## config.mk

```make
export PLATFORM = sky130hd
export DESIGN_NAME = ped_request_ctrl
export DESIGN_NICKNAME = d
export VERILOG_FILES = /design/src/rtl/ped_request_ctrl.sv
export SDC_FILE = /design/constraint.sdc
export NUM_CORES = 1
export LEC_CHECK = 0
export CORE_AREA = 4 4 60 62
export DETAILED_ROUTE_END_ITERATION = 6
export DIE_AREA = 0 0 64 66
export SYNTH_ARGS = -nofsm -noshare
export SYNTH_HDL_FRONTEND = slang
export SYNTH_SLANG_ARGS = --single-unit
export TNS_END_PERCENT = 5
```

## constraint.sdc

```tcl
create_clock -name clk -period 3.65 [get_ports clk]
set_input_delay 0.9125 -clock clk [delete_from_list [all_inputs] [get_ports clk]]
set_output_delay 0.9125 -clock clk [all_outputs]
set_load 0.05 [all_outputs]
```

## src/rtl/ped_request_ctrl.sv

```systemverilog
// Pedestrian push-button front end: synchroniser, debouncer, request/WALK FSM
// with post-crossing cooldown and a saturating accepted-request counter.
module ped_request_ctrl #(
    parameter int DEBOUNCE_CYCLES = 4,
    parameter int COOLDOWN_CYCLES = 32,
    parameter int CNT_W           = 8
) (
    input  logic             clk,
    input  logic             reset,
    input  logic             button_raw,
    input  logic             light_red,
    input  logic             ped_ack,
    output logic             ped_req,
    output logic             walk,
    output logic             wait_lamp,
    output logic [CNT_W-1:0] req_count
);

    localparam int DEB_W = (DEBOUNCE_CYCLES < 2) ? 1 : $clog2(DEBOUNCE_CYCLES);
    localparam int CD_W  = (COOLDOWN_CYCLES < 2) ? 1 : $clog2(COOLDOWN_CYCLES);

    typedef enum logic [1:0] {IDLE, PENDING, WALK, COOLDOWN} state_t;

    state_t           state;
    logic             sync1;
    logic             btn_s;
    logic             deb;
    logic             deb_q;
    logic             pend;
    logic [DEB_W-1:0] stab_cnt;
    logic [CD_W-1:0]  cd_cnt;
    logic             press;
    logic [CNT_W-1:0] count_inc;

    assign press     = deb & ~deb_q;
    assign count_inc = (&req_count) ? req_count : req_count + 1'b1;

    // Level changes are accepted only after DEBOUNCE_CYCLES consecutive differing samples.
    always_ff @(posedge clk) begin
        if (reset) begin
            sync1    <= 1'b0;
            btn_s    <= 1'b0;
            deb      <= 1'b0;
            deb_q    <= 1'b0;
            stab_cnt <= '0;
        end else begin
            sync1 <= button_raw;
            btn_s <= sync1;
            deb_q <= deb;
            if (btn_s != deb) begin
                if (stab_cnt == DEB_W'(DEBOUNCE_CYCLES - 1)) begin
                    deb      <= btn_s;
                    stab_cnt <= '0;
                end else begin
                    stab_cnt <= stab_cnt + 1'b1;
                end
            end else begin
                stab_cnt <= '0;
            end
        end
    end

    always_ff @(posedge clk) begin
        if (reset) begin
            state     <= IDLE;
            ped_req   <= 1'b0;
            walk      <= 1'b0;
            wait_lamp <= 1'b0;
            pend      <= 1'b0;
            cd_cnt    <= '0;
            req_count <= '0;
        end else begin
            case (state)
                IDLE: begin
                    if (press) begin
                        state     <= PENDING;
                        ped_req   <= 1'b1;
                        wait_lamp <= 1'b1;
                        req_count <= count_inc;
                    end
                end
                PENDING: begin
                    // An ack is only meaningful once the controller is actually showing red.
                    if (ped_ack && light_red) begin
                        state     <= WALK;
                        walk      <= 1'b1;
                        ped_req   <= 1'b0;
                        wait_lamp <= 1'b0;
                    end
                end
                WALK: begin
                    if (!light_red) begin
                        state  <= COOLDOWN;
                        walk   <= 1'b0;
                        cd_cnt <= CD_W'(COOLDOWN_CYCLES - 1);
                    end
                end
                COOLDOWN: begin
                    if (cd_cnt == '0) begin
                        // A press landing on the expiry cycle counts as a latched request.
                        if (pend || press) begin
                            state     <= PENDING;
                            pend      <= 1'b0;
                            ped_req   <= 1'b1;
                            wait_lamp <= 1'b1;
                            req_count <= count_inc;
                        end else begin
                            state     <= IDLE;
                            wait_lamp <= 1'b0;
                        end
                    end else begin
                        cd_cnt <= cd_cnt - 1'b1;
                        if (press) begin
                            pend      <= 1'b1;
                            wait_lamp <= 1'b1;
                        end
                    end
                end
                default: begin
                    state     <= IDLE;
                    ped_req   <= 1'b0;
                    walk      <= 1'b0;
                    wait_lamp <= 1'b0;
                end
            endcase
        end
    end

endmodule

```

==> out/metrics.cfg <==
[status]
status = finished clean

[clock_network]
numCtsBuffers = 3
clkTransAtPathRegs_ns = 0.14
clockBufferDepth = 2
htree_num_levels = 1
root_buffer = clkbuf_4
post_cts_resize_count = 0
insertion_delay_ns = 0.32
cts_sinks = 25
cts_setup_buffers = 0
hold_buffers = 0
tritoncts = yes

[worst_setup_path]
crit_family = buffers and inverters
max_stage_delay_ns = 0.84
cp_data_arrival_time_ns = 1.63
cp.required_ns = 2.74
end_kind = output port
critPathLaunchType = flip-flop
path_cells = clkdlybuf4s50_1
cp_max_fo = 7
critPathKind = reg2out
worst-path-buf-inv = 1
slowest_stage = clkdlybuf4s50_1

[place]
port_buffers = 15
hpwlAfterDp_mm = 1.725
gp_congestion = 0.7810

[timing]
fin_tns_setup_ns = 0
fmax_mhz = 393.6
maxSlewViolCount = 0
rsz0062_at_grt = no
hold_viol_final = 0
min_period_ns = 2.541
setup_viol = 0
relSlewSlack_pct = 56.93
worst_pin_slew_ns = 0.6460
post-route-period-util_pct = 69.61
fin_skew_ns = 0.004781

[yosys]
synthFlopType = dfxtp_1
synth_nets = 149
synth_top_family_by_area = compound AO/OA/AOI/OAI gates
synth-compound-area-share_pct = 20.21
syn_avg_cell_area_um2 = 8.878
synthCells = 136
muxShareOfSynthArea_pct = 3.316
mappedNetlistArea_mm2 = 0.001207
yosys-top-cells-area = dfxtp_1 41%, ha_1 8.3%, a21oi_1 5.8%
ys_seq_elements = 25
synth-edff-count = 0
synth_top_area_share_pct = 41.45
synth_top_area_cell = dfxtp_1
ys_warn_count = 0
synth_xor_area_share_pct = 2.902
synth_adder_area_share_pct = 8.290
async_reset_ff_share_pct = 0
yosys.area_share.simple_pct = 19.17
yosysUniqueCellTypes = 32
seq_area_frac_synth_pct = 41.45

[finish]
areaGrowthSynthToFinish_pct = 18.55
n_antenna_cell = 0
drive_gt1_share_pct = 6.536
final_util_pct = 47.27
nNetsFinal = 167
layout_commonest_cell = dfxtp_1
final_cell_mix = 25 x dfxtp_1, 15 x clkdlybuf4s50_1, 14 x a21oi_1

[global_route]
grt_pass1_wl_mm = 4.043
grt_usage_pct = 12.21
grt_start_max_net_pins = 16
grt_pass1_vias = 936
antenna_found_initial = 0
grt_overflow = 0

[routing]
wirelength_mm = 2.332
drt_iter0_markers = 30
via_count = 1011
wire_per_inst_um = 11.84
viasPerCell = 5.132
firstDrtPassIters = 4
drc_errors = 0
ant_nets = 0

[floorplanning]
num_io_pins = 16
rows = 20
coreArea_mm2 = 0.003028
die-area_mm2 = 0.004224
die_h_um = 66
die_w_um = 64
initial_core_util_pct = 39.88

[pwr]
leakage_nw = 0.5061
power_density_mw_per_mm2 = 448.8
ir_drop_mv = 0.2077

[run]
drv_cap = 0

[hold_path]
hold_class = reg2reg

-- report_power, final --
part / total [mW] / internal [mW] / switching [mW]
combinational: 0.203 / 0.0760 / 0.127
clock: 0.129 / 0.0419 / 0.0869
sequential: 0.311 / 0.294 / 0.0174
total: 0.642 / 0.411 / 0.231
-- sequential cells by signal (all words and copies together), names as in the netlist --
signal     flops
req_count      8
cd_cnt         5
stab_cnt       2
state          2
btn_s          1
deb            1
deb_q          1
ped_req        1
pend           1
sync1          1
wait_lamp      1
walk           1
-- synth_stat cells, types with 2 or more instances --
master,n
or3_2,2
nor2b_1,6
dfxtp_1,25
a21oi_1,14
or3_1,4
a211oi_1,4
xor2_1,3
o21ai_0,8
mux2i_1,4
clkbuf_1,2
inv_1,10
nor2_1,13
o31ai_1,2
ha_1,8
nand3_1,4
or4_1,2
nand2_1,10
-- cells by family (layout without fill, tap and decap cells) --
logic type	Yosys count	count (layout)
mux	4	4
compound gates	36	36
fa+ha+maj	8	8
flops	25	25
buf+inv	13	30
xor+xnor	4	4
simple gates	46	46
-- worst reg2reg max path: cells and delay by family, from the launching register on --
family / cells / cell delay (ns)
adder cells (fa/ha/maj): 1 / 0.17
AND/OR/NAND/NOR: 1 / 0.57
flip-flops: 1 / 0.36
buffers and inverters: 2 / 0.13
AO/OA/AOI/OAI: 3 / 0.90
-- final timing paths --
path | start | endpoint | slack (ns) | depth (start not counted)
hold / removal | stab_cnt[0]$_SDFF_PP0_ | stab_cnt[0]$_SDFF_PP0_ | 0.45 | 1
setup / recovery | req_count[2]$_SDFFE_PP0P_ | req_count[2] | 1.11 | 1
hold reg to reg | stab_cnt[0]$_SDFF_PP0_ | stab_cnt[0]$_SDFF_PP0_ | 0.45 | 1
setup reg to reg | cd_cnt[0]$_SDFFE_PP0P_ | req_count[7]$_SDFFE_PP0P_ | 1.46 | 7
-- routing by layer --
| layer | vias to the layer above | GRT usage, % | part of all wire [%] |
|---|---|---|---|
| li1 | 513 | - | - |
| met1 | 473 | 15.68 | 50 |
| met3 | 4 | 2.721 | 4.3 |
| met4 | 0 | 6.469 | 2.3 |
| met5 | - | 0 | 0 |
| met2 | 21 | 18.97 | 43 |
-- stage by stage --
stage,std cells,worst slack (ns),hold slack [ns],power [mW],cell area (um2)
after global routing,197,1.048,0.4692,0.6849,1431
after detailed placement,193,1.120,0.4335,0.5202,1401
after global placement,193,1.204,0.4059,0.5149,1401
after CTS,197,1.084,0.4529,0.6501,1431
after floorplan,136,1.826,0.3974,0.4742,1207
final,197,1.109,0.4495,0.6424,1431
-- layout make-up --
cell class	count	area, um2
multi-input combinational	98	650.6
fill	304	1597
clock buffer	3	22.52
inverter	10	37.54
sequential	25	500.5
tap	44	55.05
timing repair buffer	16	157.7
clock inverter	1	7.507
Note: power is estimated with default switching activity, not from simulation.
